File: config.mk
export PLATFORM = sky130hd
export DESIGN_NAME = ccd_line_timing_flat
export DESIGN_NICKNAME = d
export VERILOG_FILES = /design/src/rtl/ccd_line_timing_pkg.sv /design/src/rtl/ccd_line_timing_if.sv /design/src/rtl/ccd_line_timing.sv /design/src/flat_wrapper.sv
export SDC_FILE = /design/constraint.sdc
export NUM_CORES = 1
export LEC_CHECK = 0
export CORE_MARGIN = 8
export CORE_UTILIZATION = 49
export DETAILED_ROUTE_END_ITERATION = 16
export PLACE_DENSITY = 0.78
export REMOVE_ABC_BUFFERS = 1
export SLEW_MARGIN = 20
export SYNTH_ARGS = -nofsm -noshare
export SYNTH_HDL_FRONTEND = slang
export SYNTH_SLANG_ARGS = --single-unit
File: constraint.sdc
create_clock -name pixel_clk -period 3.9 [get_ports pixel_clk]
set_clock_uncertainty 0.2 [all_clocks]
set_input_delay 0.39 -clock pixel_clk [delete_from_list [all_inputs] [get_ports pixel_clk]]
set_output_delay 0.39 -clock pixel_clk [all_outputs]
set_load 0.005 [all_outputs]
File: src/rtl/ccd_line_timing_pkg.sv
// Shared constants and state encoding for the linear-CCD line timing generator.
// The column split must stay in step with the downstream ccd2axis stage.
package ccd_line_timing_pkg;

  typedef enum logic [2:0] {
    StIdle,
    StSh,
    StGap,
    StRead,
    StWait
  } ccd_state_e;

  localparam int unsigned PRE_COLS       = 32;
  localparam int unsigned EFFECT_COLS    = 2048;
  localparam int unsigned POST_COLS      = 8;
  localparam int unsigned TOTAL_COLS_DEF = PRE_COLS + EFFECT_COLS + POST_COLS;

  // Shortest line that still fits the shift gate, the gap, a full window and the blanking.
  function automatic int unsigned calc_min_period(input int unsigned sh_width,
                                                  input int unsigned sh_to_valid,
                                                  input int unsigned total_cols,
                                                  input int unsigned min_blank);
    return sh_width + sh_to_valid + total_cols + min_blank;
  endfunction

endpackage

File: src/rtl/ccd_line_timing_if.sv
// Readout stream from the line timing generator towards ccd2axis (no backpressure).
interface ccd_line_timing_if #(
  parameter int unsigned DATA_WIDTH = 8
);
  logic                  tvalid;
  logic [DATA_WIDTH-1:0] tdata;

  modport master (output tvalid, output tdata);
  modport slave  (input tvalid, input tdata);
endinterface

File: src/rtl/ccd_line_timing.sv
// Linear-CCD line timing generator: shift-gate pulse, then one contiguous readout window
// per line, with a runtime line period clamped to the hardware minimum.
module ccd_line_timing
  import ccd_line_timing_pkg::*;
#(
  parameter int unsigned DATA_WIDTH  = 8,
  parameter int unsigned TOTAL_COLS  = TOTAL_COLS_DEF,
  parameter int unsigned SH_WIDTH    = 16,
  parameter int unsigned SH_TO_VALID = 8,
  parameter int unsigned MIN_BLANK   = 2,
  parameter int unsigned PERIOD_W    = 20
) (
  input  logic                  pixel_clk,
  input  logic                  rst,
  input  logic                  enable,
  input  logic [PERIOD_W-1:0]   line_period,
  input  logic [DATA_WIDTH-1:0] adc_data,
  output logic                  ccd_sh,
  ccd_line_timing_if.master     stream,
  output logic                  line_start,
  output logic [15:0]           line_cnt,
  output logic                  busy,
  output logic                  period_err
);

  localparam logic [PERIOD_W-1:0] MIN_PERIOD =
      PERIOD_W'(calc_min_period(SH_WIDTH, SH_TO_VALID, TOTAL_COLS, MIN_BLANK));
  localparam logic [PERIOD_W-1:0] SH_LAST   = PERIOD_W'(SH_WIDTH - 1);
  localparam logic [PERIOD_W-1:0] GAP_LAST  = PERIOD_W'(SH_WIDTH + SH_TO_VALID - 1);
  localparam logic [PERIOD_W-1:0] READ_LAST =
      PERIOD_W'(SH_WIDTH + SH_TO_VALID + TOTAL_COLS - 1);

  ccd_state_e          state_q, state_d;
  logic [PERIOD_W-1:0] p_q, p_d;
  logic [PERIOD_W-1:0] eff_q, eff_d;
  logic                enable_q;
  logic                sample;
  logic                clamp;
  logic                en_rise;
  logic [15:0]         line_cnt_d;
  logic                period_err_d;

  always_comb begin
    state_d      = state_q;
    p_d          = p_q + 1'b1;
    eff_d        = eff_q;
    sample       = 1'b0;
    clamp        = (line_period < MIN_PERIOD);
    en_rise      = enable & ~enable_q;

    case (state_q)
      StIdle: begin
        p_d = '0;
        if (enable) begin
          state_d = StSh;
          sample  = 1'b1;
        end
      end
      StSh:   if (p_q == SH_LAST)   state_d = StGap;
      StGap:  if (p_q == GAP_LAST)  state_d = StRead;
      StRead: if (p_q == READ_LAST) state_d = StWait;
      StWait: begin
        // eff >= MIN_PERIOD guarantees at least MIN_BLANK cycles here.
        if (p_q == eff_q - 1'b1) begin
          p_d = '0;
          if (enable) begin
            state_d = StSh;
            sample  = 1'b1;
          end else begin
            state_d = StIdle;
          end
        end
      end
      default: begin
        state_d = StIdle;
        p_d     = '0;
      end
    endcase

    if (sample) begin
      eff_d = clamp ? MIN_PERIOD : line_period;
    end

    // Enable rise clears the line statistics before this cycle's sample is applied.
    line_cnt_d   = (en_rise ? 16'd0 : line_cnt) + 16'(sample);
    period_err_d = (en_rise ? 1'b0 : period_err) | (sample & clamp);
  end

  always_ff @(posedge pixel_clk) begin
    if (rst) begin
      state_q       <= StIdle;
      p_q           <= '0;
      eff_q         <= MIN_PERIOD;
      enable_q      <= 1'b0;
      line_cnt      <= '0;
      period_err    <= 1'b0;
      ccd_sh        <= 1'b0;
      line_start    <= 1'b0;
      busy          <= 1'b0;
      stream.tvalid <= 1'b0;
      stream.tdata  <= '0;
    end else begin
      state_q       <= state_d;
      p_q           <= p_d;
      eff_q         <= eff_d;
      enable_q      <= enable;
      line_cnt      <= line_cnt_d;
      period_err    <= period_err_d;
      ccd_sh        <= (state_d == StSh);
      line_start    <= sample;
      busy          <= (state_d != StIdle);
      stream.tvalid <= (state_d == StRead);
      stream.tdata  <= adc_data;
    end
  end

endmodule

File: src/flat_wrapper.sv
// flat-port wrapper written by rule: the top's interface ports become plain ports
module ccd_line_timing_flat import ccd_line_timing_pkg::*;
#(
  parameter int unsigned DATA_WIDTH  = 8,
  parameter int unsigned TOTAL_COLS  = TOTAL_COLS_DEF,
  parameter int unsigned SH_WIDTH    = 16,
  parameter int unsigned SH_TO_VALID = 8,
  parameter int unsigned MIN_BLANK   = 2,
  parameter int unsigned PERIOD_W    = 20
)
  (pixel_clk, rst, enable, line_period, adc_data, ccd_sh, line_start, line_cnt, busy, period_err, stream_tvalid, stream_tdata);
  ccd_line_timing_if #(.DATA_WIDTH(DATA_WIDTH)) stream_i ();
  input  logic pixel_clk;
  input  logic rst;
  input  logic enable;
  input  logic [PERIOD_W-1:0] line_period;
  input  logic [DATA_WIDTH-1:0] adc_data;
  output logic ccd_sh;
  output logic line_start;
  output logic [15:0] line_cnt;
  output logic busy;
  output logic period_err;
  output wire logic [$bits(stream_i.tvalid)-1:0] stream_tvalid;
  output wire logic [$bits(stream_i.tdata)-1:0] stream_tdata;
  assign stream_tvalid = stream_i.tvalid;
  assign stream_tdata = stream_i.tdata;
  ccd_line_timing #(.DATA_WIDTH(DATA_WIDTH), .TOTAL_COLS(TOTAL_COLS), .SH_WIDTH(SH_WIDTH), .SH_TO_VALID(SH_TO_VALID), .MIN_BLANK(MIN_BLANK), .PERIOD_W(PERIOD_W)) u_core (.pixel_clk(pixel_clk), .rst(rst), .enable(enable), .line_period(line_period), .adc_data(adc_data), .ccd_sh(ccd_sh), .stream(stream_i), .line_start(line_start), .line_cnt(line_cnt), .busy(busy), .period_err(period_err));
endmodule
== Yosys cells after proc, flatten, opt, wreduce, memory -nomap -nowiden ==
Index checks and enable logic that the tools add are counted.
Operators by class
  muxes and demuxes: 15
  eq/ne operators: 10
  magnitude comparators: 1
  bitwise operators: 4
  add/sub/neg operators: 3
  reductions and logical operators: 3
Operators by type and width (number)
  20-bit 2-to-1 mux: 2
  20-bit one-hot mux with 2 select lines: 1
  20-bit by 1-bit adder with 20-bit output (second input constant): 1
  20-bit by 12-bit equality test with 1-bit output (second input constant): 1
  20-bit equality test: 1
  20-bit by 4-bit equality test with 1-bit output (second input constant): 1
  20-bit by 5-bit equality test with 1-bit output (second input constant): 1
  20-bit by 12-bit < comparator with 1-bit output (second input constant): 1
  20-bit by 1-bit subtractor with 20-bit output (second input constant): 1
  16-bit by 1-bit adder with 16-bit output: 1
  16-bit 2-to-1 mux: 1
  3-bit 2-to-1 mux: 5
  3-bit one-hot mux with 5 select lines: 1
  3-bit by 2-bit equality test with 1-bit output (second input constant): 3
  3-bit by 1-bit equality test with 1-bit output (second input constant): 2
  1-bit 2-to-1 mux: 4
  3-bit equality test (second input constant): 1
  3-bit logical NOT: 1
  3-bit nonzero test: 1
  3-bit OR reduction: 1
  1-bit AND: 2
  1-bit one-hot mux with 2 select lines: 1
  1-bit NOT: 1
  1-bit OR: 1
Storage, ports and cells
  output and inout port bits: 29
  register bits: 73
  input port bits: 31
  word-level logic and storage cells: 47

== Logic depth before layout (Yosys ltp) ==
Gate-level depths: netlist of run 1.
  depth after elaboration: 6
  gate-level depth with buffers: 17
  gate-level depth less buffers: 16

== Worst setup path before layout of run 1 ==
Ideal clock, no wire load.
  kind: reg2reg
  from: register u_core.eff_q[0]
  to: register u_core.line_cnt[12]
  setup time: 0.128 ns
  data arrival time: 3.535 ns
  period minus slack after synthesis: 3.862 ns
  required time: 3.572 ns
  path slack: 0.038 ns
  stages on the path, launching flop included: 16
  path buffers: 1
  cell sequence: dfxtp_1 nor4_4 nand4_2 or4_4 a2111oi_4 nand4_2 o31a_1 buf_6 clkinv_2 ha_1 ha_1 nand3_1 nor3_1 nand3_1 xor2_1 nor2_1
On the way
  word-level cells in the longest chain between the ends: 5
RTL lines
  start: declaration: line ccd_line_timing.sv:35  | logic [PERIOD_W-1:0] eff_q, eff_d;
  start signal: assignment: line ccd_line_timing.sv:93  | eff_q <= MIN_PERIOD;
  start signal: assignment: line ccd_line_timing.sv:105  | eff_q <= eff_d;
  20-bit by 1-bit subtractor with 20-bit output: line ccd_line_timing.sv:64  | if (p_q == eff_q - 1'b1) begin
  20-bit equality test: line ccd_line_timing.sv:64
  1-bit 2-to-1 mux: line ccd_line_timing.sv:64
  1-bit one-hot mux with 2 select lines: line ccd_line_timing.sv:51  | case (state_q)
  via u_core.sample: line ccd_line_timing.sv:37  | logic sample;
  16-bit by 1-bit adder with 16-bit output: line ccd_line_timing.sv:85  | line_cnt_d = (en_rise ? 16'd0 : line_cnt) + 16'(sample);
  end signal: assignment: line ccd_line_timing.sv:107  | line_cnt <= line_cnt_d;
  end: declaration: line ccd_line_timing.sv:21  | output logic [15:0] line_cnt,
The timed path passes the listed nets, and every way through them passes these cells.
A chain may end at the register's enable or synchronous reset.

== Final worst setup path of run 1 ==
  from: register u_core.eff_q[1]
  to: register u_core.line_cnt[14]
Same word-level chain as after synthesis.

==> results of run 1 <==
[synthesized netlist by cell type (all sizes together) (2+ instances only)]
library cell,n
xor2,32
nand2,13
or2,6
nand3,19
nand4,10
o31a,2
inv,10
nor3,12
a311oi,2
and3,5
nor2b,13
or4,8
buf,4
nand2b,29
ha,5
or3,6
a21oi,10
o31ai,4
clkbuf,21
nor2,34
o21ai,4
dfxtp,73
nand3b,10
xnor2,25
a31oi,2
nor4,10
o211ai,2
a211oi,21
and4,3
and2,6
nor3b,4
mux2i,20
[worst paths after layout]
| check | startpoint | endpoint | slack (ps) | cells after the start |
|---|---|---|---|---|
| setup / recovery | u_core.eff_q[1]$_SDFFE_PP1P_ | u_core.line_cnt[14]$_SDFF_PP0_ | 220 | 14 |
| hold / removal | u_core.line_cnt[5]$_SDFF_PP0_ | u_core.line_cnt[5]$_SDFF_PP0_ | 300 | 2 |
| setup reg to reg | u_core.eff_q[1]$_SDFFE_PP1P_ | u_core.line_cnt[14]$_SDFF_PP0_ | 220 | 14 |
| hold reg to reg | u_core.line_cnt[5]$_SDFF_PP0_ | u_core.line_cnt[5]$_SDFF_PP0_ | 300 | 2 |
[flip-flops by register name, indices dropped and copies added, names as in the netlist]
| signal | flops |
|---|---|
| u_core.ccd_sh | 1 |
| u_core.eff_q | 20 |
| u_core.enable_q | 1 |
| u_core.period_err | 1 |
| u_core.busy | 1 |
| u_core.stream.tdata | 8 |
| u_core.p_q | 20 |
| u_core.state_q | 3 |
| u_core.line_cnt | 16 |
| u_core.line_start | 1 |
| u_core.stream.tvalid | 1 |
[metal layers]
metal | vias up | GRT usage (%)
met5 | - | 0
met4 | 0 | 5.03
met3 | 14 | 4.87
met2 | 54 | 28.4
met1 | 1609 | 20.5
li1 | 1672 | -
[area by class of cell]
type                       instances  area (µm²)
fill                             670        2870
multi-input combinational        330        2370
sequential                        73        1460
timing repair buffer              74         698
clock buffer                      10         128
tap                              102         128
clock inverter                     6        68.8
inverter                          11        42.5
[power by group through the flow]
| stage | Sequential, µW | Clock, µW | Combinational (µW) |
|---|---|---|---|
| after CTS | 796 | 602 | 203 |
| after global placement | 812 | 0 | 198 |
| after detailed placement | 813 | 0 | 201 |
| final | 797 | 587 | 204 |
| after floorplan | 809 | 0 | 111 |
| after global routing | 801 | 641 | 225 |
[placed cells by master, fill, tap and decap left out, drive strengths merged, types with 3 or more instances in the layout]
cell type,instances
clkinv,5
nand3,19
or3,6
nor3,12
or4,8
o21ai,4
xnor2,25
nor2,34
nor3b,4
nand4,10
and4,3
nand3b,10
o31ai,4
a21oi,10
dfxtp,73
mux2i,20
clkdlybuf4s50,58
nor2b,13
buf,16
clkbuf,10
inv,10
a211oi,21
nand2,13
nand2b,29
ha,5
and3,5
and2,6
nor4,10
xor2,32
or2,6
[repair_timing]
item,4_1_cts,5_1_grt
hold buffers,0,0
gates resized for setup,0,11
endpoints found under the setup margin,0,6
buffers inserted,0,2
endpoints found under the hold margin,0,0
[through the flow]
step / setup TNS (ps) / instances / hold WS [ps] / setup WS, ps / power, µW
2_1_floorplan: -451 / 414 / 259 / -158 / 920
3_3_place_gp: 0 / 588 / 281 / 230 / 1010
3_5_place_dp: 0 / 588 / 293 / 97.4 / 1010
4_1_cts: 0 / 604 / 304 / 79.8 / 1600
5_1_grt: -78.5 / 606 / 334 / -37.7 / 1670
6_report: 0 / 606 / 301 / 223 / 1590
[critical path, cell delays in order (launching register included)]
cell and delay (ps):
dfxtp_1 350, nor4_4 450, nand4_2 150, or4_4 530
a2111oi_4 370, nand4_2 130, o31a_1 300, clkinv_2 70
ha_1 140, ha_1 160, nand3_1 130, nor3_4 270
nand2_1 120, xor2_1 140, nor2_1 50
[cell families (layout without fill, tap and decap cells)]
group           count (synthesis)  count (layout)
simple gates                  193             193
fa+ha+maj                       5               5
flops                          73              73
compound gates                 55              55
mux                            20              20
xor+xnor                       57              57
buf+inv                        36             101
==> impl_metrics.xml, run 1 <==
<?xml version="1.0" encoding="UTF-8"?>
<metrics>
  <group name="logic_synthesis">
    <metric name="post_synth_edffs" unit="">0</metric>
    <metric name="synth-compound-area-share" unit="%">10.4</metric>
    <metric name="synthesis.area_per_instance" unit="µm²">8.99</metric>
    <metric name="yosys-top-cells-area" unit="">dfxtp_1, xor2_1, xnor2_1</metric>
    <metric name="ys_dominant_reg_cell" unit="">dfxtp_1</metric>
    <metric name="yosys.area_share.xor_xnor" unit="%">12.6</metric>
    <metric name="synth-seq-area-share" unit="%">37.0</metric>
    <metric name="synth_top_cell_area_share" unit="%">37.0</metric>
    <metric name="netlist_instances" unit="">439</metric>
    <metric name="synthArstFlopShare" unit="%">0</metric>
    <metric name="synthAdderAreaFrac" unit="%">1.58</metric>
    <metric name="yosys_warnings" unit="">0</metric>
    <metric name="synth_top_area_cell" unit="">dfxtp_1</metric>
    <metric name="yosys_register_bits" unit="">73</metric>
    <metric name="synth_simple_gate_area_share" unit="%">29.4</metric>
    <metric name="muxShareOfSynthArea" unit="%">5.07</metric>
    <metric name="syn_area" unit="µm²">3950</metric>
    <metric name="yosys.cell_types.count" unit="">51</metric>
    <metric name="largest_family_of_logic_cells_by_synthesized_area" unit="">simple AND/OR/NAND/NOR gates</metric>
  </group>
  <group name="status">
    <metric name="outcome" unit="">complete, no violations</metric>
  </group>
  <group name="power_and_ir_drop">
    <metric name="vdd_drop_max" unit="µV">174</metric>
    <metric name="leakagePower" unit="µW">0.00176</metric>
    <metric name="p_seq_share" unit="%">50.2</metric>
    <metric name="switching_power" unit="µW">412</metric>
    <metric name="clockPowerShare" unit="%">37.0</metric>
    <metric name="sw_frac_of_total" unit="%">25.9</metric>
    <metric name="power-per-cell-area" unit="nW/µm²">324</metric>
    <metric name="power.internal" unit="µW">1180</metric>
    <metric name="power.combinational.fraction" unit="%">12.9</metric>
  </group>
  <group name="timing">
    <metric name="final_hold_viol_count" unit="">0</metric>
    <metric name="drv_slew" unit="">0</metric>
    <metric name="timing.final.setup_violations" unit="">0</metric>
    <metric name="min_period" unit="ps">3680</metric>
    <metric name="worst_slew_margin_rel" unit="%">44.9</metric>
    <metric name="post-route-period-util" unit="%">94.3</metric>
    <metric name="clock.fmax" unit="GHz">0.272</metric>
    <metric name="worst-slew-pin-transition" unit="ps">827</metric>
  </group>
  <group name="drt">
    <metric name="detailedRoute.firstPassIterationCount" unit="">4</metric>
    <metric name="detailed_route_wire_length" unit="µm">9250</metric>
    <metric name="wl_met3" unit="µm">364</metric>
    <metric name="final_antenna_net_count" unit="">0</metric>
    <metric name="post-route-drc-count" unit="">0</metric>
    <metric name="route.top_layer_used" unit="">met4</metric>
    <metric name="dr.first_iter.drc_count" unit="">124</metric>
    <metric name="met1Wirelength" unit="µm">4200</metric>
    <metric name="met2RoutedLength" unit="µm">4550</metric>
    <metric name="average_wire_per_cell_in_the_routed_design" unit="µm">15.3</metric>
    <metric name="route.detailed.vias_per_inst" unit="">5.53</metric>
    <metric name="routed-via-count" unit="">3349</metric>
  </group>
  <group name="clock_network">
    <metric name="cts_htree_levels" unit="">3</metric>
    <metric name="clockRootBuffer" unit="">clkbuf_8</metric>
    <metric name="worstSkewPairLatency" unit="ps">350</metric>
    <metric name="cts_made_buffers" unit="">9</metric>
    <metric name="cts_tree" unit="">built</metric>
    <metric name="path_clk_slew" unit="ps">80</metric>
    <metric name="clock_path_buffers" unit="">2</metric>
    <metric name="cts.sink_count" unit="">73</metric>
  </group>
  <group name="job">
    <metric name="drv.max_cap_violation_count" unit="">0</metric>
  </group>
  <group name="die">
    <metric name="die_x" unit="µm">106</metric>
    <metric name="chipHeight" unit="µm">106</metric>
    <metric name="core-area" unit="µm²">7770</metric>
    <metric name="total_die_area" unit="µm²">11200</metric>
    <metric name="io_pins" unit="">60</metric>
    <metric name="core.rowCount" unit="">32</metric>
    <metric name="floorplan.initialDensity" unit="%">50.8</metric>
  </group>
  <group name="final_layout">
    <metric name="final_layout_size_suffix_gt1_share" unit="%">11.3</metric>
    <metric name="syn_to_final_growth" unit="%">24.2</metric>
    <metric name="num-nets-final" unit="">535</metric>
    <metric name="finish.utilization" unit="%">63.1</metric>
    <metric name="num_antenna_cells" unit="">0</metric>
    <metric name="design_area" unit="µm²">4900</metric>
  </group>
  <group name="placement">
    <metric name="detailed_place_hpwl" unit="µm">6930</metric>
    <metric name="place.gp.congestion" unit="">0.929</metric>
    <metric name="placement.cell_area" unit="µm²">4650</metric>
    <metric name="portBuffers" unit="">59</metric>
  </group>
  <group name="setup_path">
    <metric name="startpoint_type" unit="">flop</metric>
    <metric name="worstPathMaxFanout" unit="">5</metric>
    <metric name="setup_crit_end_kind" unit="">flop</metric>
    <metric name="criticalPathCategory" unit="">reg -&gt; reg</metric>
    <metric name="crit_required" unit="ps">3940</metric>
    <metric name="worst_ep_arrival_time" unit="ps">3710</metric>
  </group>
  <group name="global_route">
    <metric name="grt_first_pass_wirelength" unit="µm">16000</metric>
    <metric name="first_global_vias" unit="">3383</metric>
    <metric name="grt_antenna_before_repair" unit="">0</metric>
    <metric name="globalRouteTotalUtil" unit="%">17.0</metric>
    <metric name="globalRouteOverflowTotal" unit="">0</metric>
    <metric name="grt_max_degree" unit="">49</metric>
  </group>
  <group name="hold_path">
    <metric name="worstHoldPathType" unit="">reg -&gt; reg</metric>
  </group>
</metrics>
No activity file was read; power rests on OpenSTA's default activity.
==> run 2: changes to the inputs <==
--- a/config.mk
+++ b/config.mk
@@ -8,6 +8,7 @@
 export CORE_MARGIN = 8
 export CORE_UTILIZATION = 49
 export DETAILED_ROUTE_END_ITERATION = 16
+export MAX_ROUTING_LAYER = met4
 export PLACE_DENSITY = 0.78
 export REMOVE_ABC_BUFFERS = 1
 export SLEW_MARGIN = 20
==> run 2 against run 1 <==
Effect of this change:
- critical path type unchanged
- register-to-register slack better by 30 ps
- largest cell class unchanged
- core utilization down 0.37 points
- wire length shrank 2.1%
- via count shrank 1.6%
==> impl_metrics.xml, run 2 (synthesis results as in run 1) <==
<?xml version="1.0" encoding="UTF-8"?>
<metrics>
  <group name="global_route">
    <metric name="first_global_vias" unit="">3282</metric>
    <metric name="grt_antenna_before_repair" unit="">0</metric>
    <metric name="grt_max_degree" unit="">65</metric>
    <metric name="globalRouteOverflowTotal" unit="">0</metric>
    <metric name="grt_first_pass_wirelength" unit="µm">15500</metric>
    <metric name="globalRouteTotalUtil" unit="%">17.1</metric>
  </group>
  <group name="drt">
    <metric name="detailed_route_wire_length" unit="µm">9060</metric>
    <metric name="post-route-drc-count" unit="">0</metric>
    <metric name="wl_met3" unit="µm">422</metric>
    <metric name="met1Wirelength" unit="µm">4220</metric>
    <metric name="dr.first_iter.drc_count" unit="">112</metric>
    <metric name="met2RoutedLength" unit="µm">4260</metric>
    <metric name="detailedRoute.firstPassIterationCount" unit="">4</metric>
    <metric name="routed-via-count" unit="">3296</metric>
    <metric name="route.top_layer_used" unit="">met4</metric>
    <metric name="average_wire_per_cell_in_the_routed_design" unit="µm">15.0</metric>
    <metric name="route.detailed.vias_per_inst" unit="">5.46</metric>
    <metric name="final_antenna_net_count" unit="">0</metric>
  </group>
  <group name="final_layout">
    <metric name="filler_cell_count" unit="">673</metric>
    <metric name="num-nets-final" unit="">533</metric>
    <metric name="mostFrequentLayoutCell" unit="">dfxtp_1</metric>
    <metric name="final_layout_size_suffix_gt1_share" unit="%">10.4</metric>
    <metric name="num_antenna_cells" unit="">0</metric>
    <metric name="syn_to_final_growth" unit="%">23.4</metric>
    <metric name="top_regs" unit="">u_core.eff_q (20), u_core.p_q (20), u_core.line_cnt (16)</metric>
    <metric name="layout_common_cells" unit="">dfxtp_1, clkdlybuf4s50_1, nor2_1</metric>
    <metric name="multi_input_logic_area" unit="µm²">2370</metric>
    <metric name="layoutNonFillerInstCount" unit="">604</metric>
    <metric name="regArea" unit="µm²">1460</metric>
  </group>
  <group name="setup_path">
    <metric name="critPathSlowestCell" unit="">or4_4</metric>
    <metric name="worst_ep_arrival_time" unit="ps">3730</metric>
    <metric name="cpPeakStageDelay" unit="ps">520</metric>
    <metric name="crit_required" unit="ps">3980</metric>
    <metric name="worstPathMaxFanout" unit="">6</metric>
    <metric name="startpoint_type" unit="">flop</metric>
    <metric name="setup_crit_end_kind" unit="">flop</metric>
    <metric name="timing.critical_path.mode_cell" unit="">nand4_2</metric>
    <metric name="criticalPathCategory" unit="">reg -&gt; reg</metric>
    <metric name="timing.critical_path.cells" unit="">nor4_4, nand4_2, or4_4, a2111oi_4, nand4_2, o31a_1, clkinv_2, ha_1, nand3_1, buf_4, or3_1, a21oi_1</metric>
  </group>
  <group name="timing">
    <metric name="final_hold_viol_count" unit="">0</metric>
    <metric name="post-route-period-util" unit="%">93.6</metric>
    <metric name="final.setup.worst_slack" unit="ps">249</metric>
    <metric name="rsz0062_at_grt" unit="">false</metric>
    <metric name="drv_slew" unit="">0</metric>
    <metric name="min_period" unit="ps">3650</metric>
    <metric name="worst-slew-pin-transition" unit="ps">545</metric>
    <metric name="timing.final.setup_violations" unit="">0</metric>
    <metric name="clock.fmax" unit="GHz">0.274</metric>
    <metric name="worst_slew_margin_rel" unit="%">63.3</metric>
  </group>
  <group name="clock_network">
    <metric name="cts_tree" unit="">built</metric>
    <metric name="worstSkewPairLatency" unit="ps">360</metric>
    <metric name="clockRootBuffer" unit="">clkbuf_8</metric>
    <metric name="cts_hold_buf" unit="">0</metric>
    <metric name="cts_made_buffers" unit="">9</metric>
    <metric name="path_clk_slew" unit="ps">90</metric>
    <metric name="cts.sink_count" unit="">73</metric>
    <metric name="clock_path_buffers" unit="">2</metric>
    <metric name="cts_htree_levels" unit="">3</metric>
  </group>
  <group name="placement">
    <metric name="dp_cells" unit="">588</metric>
    <metric name="detailed_place_hpwl" unit="µm">6630</metric>
    <metric name="place_ws" unit="ps">98.9</metric>
    <metric name="portBuffers" unit="">59</metric>
    <metric name="place.gp.congestion" unit="">0.941</metric>
  </group>
  <group name="die">
    <metric name="total_die_area" unit="µm²">11200</metric>
    <metric name="core-area" unit="µm²">7770</metric>
    <metric name="floorplan.initialDensity" unit="%">50.8</metric>
    <metric name="io_pins" unit="">60</metric>
    <metric name="core.rowCount" unit="">32</metric>
    <metric name="chipHeight" unit="µm">106</metric>
    <metric name="die_x" unit="µm">106</metric>
  </group>
  <group name="power_and_ir_drop">
    <metric name="leakagePower" unit="µW">0.00176</metric>
    <metric name="vdd_drop_max" unit="µV">178</metric>
    <metric name="power-per-cell-area" unit="nW/µm²">322</metric>
  </group>
  <group name="job">
    <metric name="drv.max_cap_violation_count" unit="">0</metric>
  </group>
  <group name="status">
    <metric name="outcome" unit="">complete, no violations</metric>
  </group>
  <group name="hold_path">
    <metric name="worstHoldPathType" unit="">in -&gt; reg</metric>
  </group>
</metrics>
run 2: cell count changes in the layout (fill, tap and decap cells not counted), sizes merged:
| cell | delta |
|---|---|
| inv | +4 |
| buf | -2 |
| clkbuf | -1 |
| bufinv | -1 |
| clkinvlp | +1 |
| clkinv | -3 |
run 2: metrics by stage:
stage	TNS [ps]	area, µm²	total power (µW)	utilization [%]	hold slack (ps)
2_1_floorplan	-451	3840	920	-	259
3_3_place_gp	0	4650	1010	59.8	281
3_5_place_dp	0	4650	1010	59.8	295
4_1_cts	0	4830	1580	62.2	194
5_1_grt	0	4870	1640	62.7	204
6_report	0	4870	1570	62.7	198
run 2: per-layer routing:
layer | vias up | global-route usage (%)
met5 | - | -
met3 | 9 | 4.38
met2 | 69 | 27.4
li1 | 1678 | -
met4 | 0 | 6.63
met1 | 1540 | 20.1
run 2: worst paths after layout:
kind,cells past startpoint,slack [ps],to,startpoint
worst max-delay path,12,250,u_core.line_cnt[5]$_SDFF_PP0_,u_core.eff_q[0]$_SDFFE_PP0P_
worst min-delay path,2,200,u_core.enable_q$_SDFF_PP0_,rst
worst max register to register,12,250,u_core.line_cnt[5]$_SDFF_PP0_,u_core.eff_q[0]$_SDFFE_PP0P_
worst min register to register,2,300,u_core.line_cnt[5]$_SDFF_PP0_,u_core.line_cnt[5]$_SDFF_PP0_
run 2: final cells by class:
type | instances | area share [%]
Tap cell | 102 | 2.62
Clock buffer | 9 | 2.54
Inverter | 11 | 0.873
Multi-Input combinational cell | 330 | 48.7
Sequential cell | 73 | 30.0
Clock inverter | 7 | 1.26
Timing Repair Buffer | 72 | 14.0
run 2: timing repair:
| item | CTS | global route |
|---|---|---|
| setup buffers | 0 | 0 |
| resized for setup | 0 | 8 |
| endpoints found under the setup margin | 0 | 7 |
run 2: report_power, final:
group	leakage, µW	switching [µW]	internal (µW)
Sequential	0.000595	27.8	768
Combinational	0.00107	94.5	109
Clock	0.0000888	325	243
Total	0.00176	447	1120
run 2: worst max-delay path: cells and delay by family (launching register included):
| kind | cells | cell delay [ps] |
|---|---|---|
| AO/OA/AOI/OAI | 3 | 800 |
| buffers and inverters | 2 | 270 |
| AND/OR/NAND/NOR | 6 | 1790 |
| adder cells (fa/ha/maj) | 1 | 140 |
| flip-flops | 1 | 380 |
==> run 3: changes to the inputs <==
--- a/config.mk
+++ b/config.mk
@@ -5,6 +5,7 @@
 export SDC_FILE = /design/constraint.sdc
 export NUM_CORES = 1
 export LEC_CHECK = 0
+export CORE_ASPECT_RATIO = 1.4
 export CORE_MARGIN = 8
 export CORE_UTILIZATION = 49
 export DETAILED_ROUTE_END_ITERATION = 16
==> run 3 against run 2 <==
Effect of this change:
- count of clock-buffer cells in the layout increased by 3
- non-clock buffer count unchanged
- first-iteration DRC count increased by 38%
- total power increased by 7.2%
- critical path depth increased by 2
- via count increased by 1.3%
- highest routed layer unchanged
==> impl_metrics.xml, run 3 (synthesis results as in run 1) <==
<?xml version="1.0" encoding="UTF-8"?>
<metrics>
  <group name="setup_path">
    <metric name="worst_path_dominant_cell_family" unit="">simple AND/OR/NAND/NOR gates</metric>
    <metric name="timing.critical_path.cells" unit="">nor4_4, nand4_2, or4_4, a2111oi_4, nand4_2, o31a_1, clkinv_2, ha_1, ha_1, nand3_1, nor3_4, nand3_1, xor2_1, nor2_1</metric>
    <metric name="critPathSlowestCell" unit="">or4_4</metric>
    <metric name="cpPeakStageDelay" unit="ps">530</metric>
    <metric name="cp_num_buf_inv" unit="">1</metric>
    <metric name="startpoint_type" unit="">flop</metric>
    <metric name="crit_required" unit="ps">3930</metric>
    <metric name="worstPathMaxFanout" unit="">8</metric>
    <metric name="worst_ep_arrival_time" unit="ps">3700</metric>
    <metric name="setup_crit_end_kind" unit="">flop</metric>
    <metric name="criticalPathCategory" unit="">reg -&gt; reg</metric>
  </group>
  <group name="final_layout">
    <metric name="num-nets-final" unit="">533</metric>
    <metric name="multi_input_logic_area" unit="µm²">2380</metric>
    <metric name="regArea" unit="µm²">1460</metric>
    <metric name="num_antenna_cells" unit="">0</metric>
    <metric name="layoutNonFillerInstCount" unit="">602</metric>
    <metric name="mostFrequentLayoutCell" unit="">dfxtp_1</metric>
    <metric name="filler_cell_count" unit="">683</metric>
    <metric name="layout_common_cells" unit="">dfxtp_1, clkdlybuf4s50_1, nor2_1</metric>
    <metric name="finish.utilization" unit="%">63.2</metric>
    <metric name="syn_to_final_growth" unit="%">24.8</metric>
    <metric name="final_layout_size_suffix_gt1_share" unit="%">10.4</metric>
    <metric name="top_regs" unit="">u_core.eff_q (20), u_core.p_q (20), u_core.line_cnt (16)</metric>
  </group>
  <group name="drt">
    <metric name="routed-via-count" unit="">3339</metric>
    <metric name="post-route-drc-count" unit="">0</metric>
    <metric name="average_wire_per_cell_in_the_routed_design" unit="µm">15.6</metric>
    <metric name="detailedRoute.firstPassIterationCount" unit="">5</metric>
    <metric name="detailed_route_wire_length" unit="µm">9390</metric>
    <metric name="final_antenna_net_count" unit="">0</metric>
    <metric name="route.detailed.vias_per_inst" unit="">5.55</metric>
    <metric name="dr.first_iter.drc_count" unit="">154</metric>
  </group>
  <group name="clock_network">
    <metric name="cts.sink_count" unit="">73</metric>
    <metric name="cts_hold_buf" unit="">0</metric>
    <metric name="path_clk_slew" unit="ps">80</metric>
    <metric name="cts_made_buffers" unit="">9</metric>
    <metric name="worstSkewPairLatency" unit="ps">350</metric>
    <metric name="cts_tree" unit="">built</metric>
    <metric name="clockRootBuffer" unit="">clkbuf_8</metric>
    <metric name="cts_htree_levels" unit="">3</metric>
    <metric name="clock_path_buffers" unit="">2</metric>
  </group>
  <group name="placement">
    <metric name="portBuffers" unit="">59</metric>
    <metric name="place_ws" unit="ps">144</metric>
    <metric name="place.gp.congestion" unit="">0.875</metric>
    <metric name="dp_cells" unit="">586</metric>
    <metric name="detailed_place_hpwl" unit="µm">7020</metric>
  </group>
  <group name="hold_path">
    <metric name="worstHoldPathType" unit="">reg -&gt; reg</metric>
  </group>
  <group name="timing">
    <metric name="timing.final.setup_violations" unit="">0</metric>
    <metric name="rsz0062_at_grt" unit="">false</metric>
    <metric name="final.setup.worst_slack" unit="ps">235</metric>
    <metric name="clock.fmax" unit="GHz">0.273</metric>
    <metric name="final_hold_viol_count" unit="">0</metric>
    <metric name="worst-slew-pin-transition" unit="ps">787</metric>
    <metric name="post-route-period-util" unit="%">94.0</metric>
    <metric name="worst_slew_margin_rel" unit="%">47.5</metric>
    <metric name="min_period" unit="ps">3670</metric>
    <metric name="drv_slew" unit="">0</metric>
  </group>
  <group name="global_route">
    <metric name="grt_max_degree" unit="">44</metric>
    <metric name="grt_first_pass_wirelength" unit="µm">15600</metric>
    <metric name="grt_antenna_before_repair" unit="">0</metric>
    <metric name="globalRouteTotalUtil" unit="%">17.7</metric>
    <metric name="first_global_vias" unit="">3292</metric>
    <metric name="globalRouteOverflowTotal" unit="">0</metric>
  </group>
  <group name="die">
    <metric name="die_x" unit="µm">91.9</metric>
    <metric name="floorplan.initialDensity" unit="%">50.6</metric>
    <metric name="chipHeight" unit="µm">122</metric>
    <metric name="io_pins" unit="">60</metric>
    <metric name="total_die_area" unit="µm²">11200</metric>
    <metric name="core.rowCount" unit="">38</metric>
    <metric name="core-area" unit="µm²">7800</metric>
  </group>
  <group name="power_and_ir_drop">
    <metric name="power-per-cell-area" unit="nW/µm²">341</metric>
    <metric name="vdd_drop_max" unit="µV">214</metric>
    <metric name="leakagePower" unit="µW">0.00179</metric>
  </group>
  <group name="job">
    <metric name="drv.max_cap_violation_count" unit="">0</metric>
  </group>
  <group name="status">
    <metric name="outcome" unit="">complete, no violations</metric>
  </group>
</metrics>
==> run 3: cell count changes in the layout (fill, tap and decap cells not counted) <==
cell,change
inv_6,-3
bufinv_16,+2
clkbuf_8,+2
a21oi_1,-1
a21oi_2,+1
clkbuf_1,+1
clkinv_4,-1
inv_8,-1
nor4_2,-1
nor4_4,+1
==> run 3: area by class of cell <==
cell class / count / area share, %
clock buffers: 12 / 3.15
multi-input cells: 330 / 48.4
clock inverters: 4 / 1.52
inverters: 11 / 0.863
flip-flops and latches: 73 / 29.7
repair buffers: 72 / 13.9
well taps: 100 / 2.54
==> run 3: worst paths after layout <==
path / startpoint / to / cells after the start / slack, ps
hold reg to reg: u_core.eff_q[19]$_SDFFE_PP0P_ / u_core.eff_q[19]$_SDFFE_PP0P_ / 2 / 310
hold / removal: u_core.eff_q[19]$_SDFFE_PP0P_ / u_core.eff_q[19]$_SDFFE_PP0P_ / 2 / 310
setup / recovery: u_core.eff_q[2]$_SDFFE_PP0P_ / u_core.line_cnt[12]$_SDFF_PP0_ / 14 / 230
setup reg to reg: u_core.eff_q[2]$_SDFFE_PP0P_ / u_core.line_cnt[12]$_SDFF_PP0_ / 14 / 230
==> run 3: worst register-to-register path, cell delays in order (launching register included) <==
cell and delay (ps):
dfxtp_1 410, nor4_4 420, nand4_2 180, or4_4 530
a2111oi_4 370, nand4_2 150, o31a_1 290, clkinv_2 70
ha_1 140, ha_1 170, nand3_1 120, nor3_4 180
nand3_1 120, xor2_1 150, nor2_1 50
==> run 3: repair_timing <==
action	4_1_cts	5_1_grt
setup buffers	0	0
endpoints found under the hold margin	0	0
setup endpoints to repair	0	7
resized for setup	0	10
==> run 3: power by group <==
group / internal, µW / total, µW / switching, µW
Combinational: 109 / 206 / 97.7
Sequential: 768 / 795 / 26.6
Clock: 395 / 679 / 284
Total: 1270 / 1680 / 408
==> run 3: metrics by stage <==
| step | setup TNS, ps | hold slack (ps) | instance area (µm²) | total power (µW) |
|---|---|---|---|---|
| 6_report | 0 | 315 | 4930 | 1680 |
| 5_1_grt | 0 | 329 | 4930 | 1750 |
| 4_1_cts | 0 | 318 | 4870 | 1690 |
| 3_5_place_dp | 0 | 304 | 4640 | 1010 |
| 3_3_place_gp | 0 | 283 | 4640 | 1010 |
| 2_1_floorplan | -451 | 259 | 3840 | 920 |
==> run 3: layer usage <==
layer | GRT usage (%) | up-vias | wire length [µm]
met5 | - | - | 0
met4 | 7.28 | 0 | 238
met3 | 4.99 | 17 | 412
met2 | 30.6 | 90 | 4900
met1 | 18.5 | 1563 | 3840
li1 | - | 1669 | -
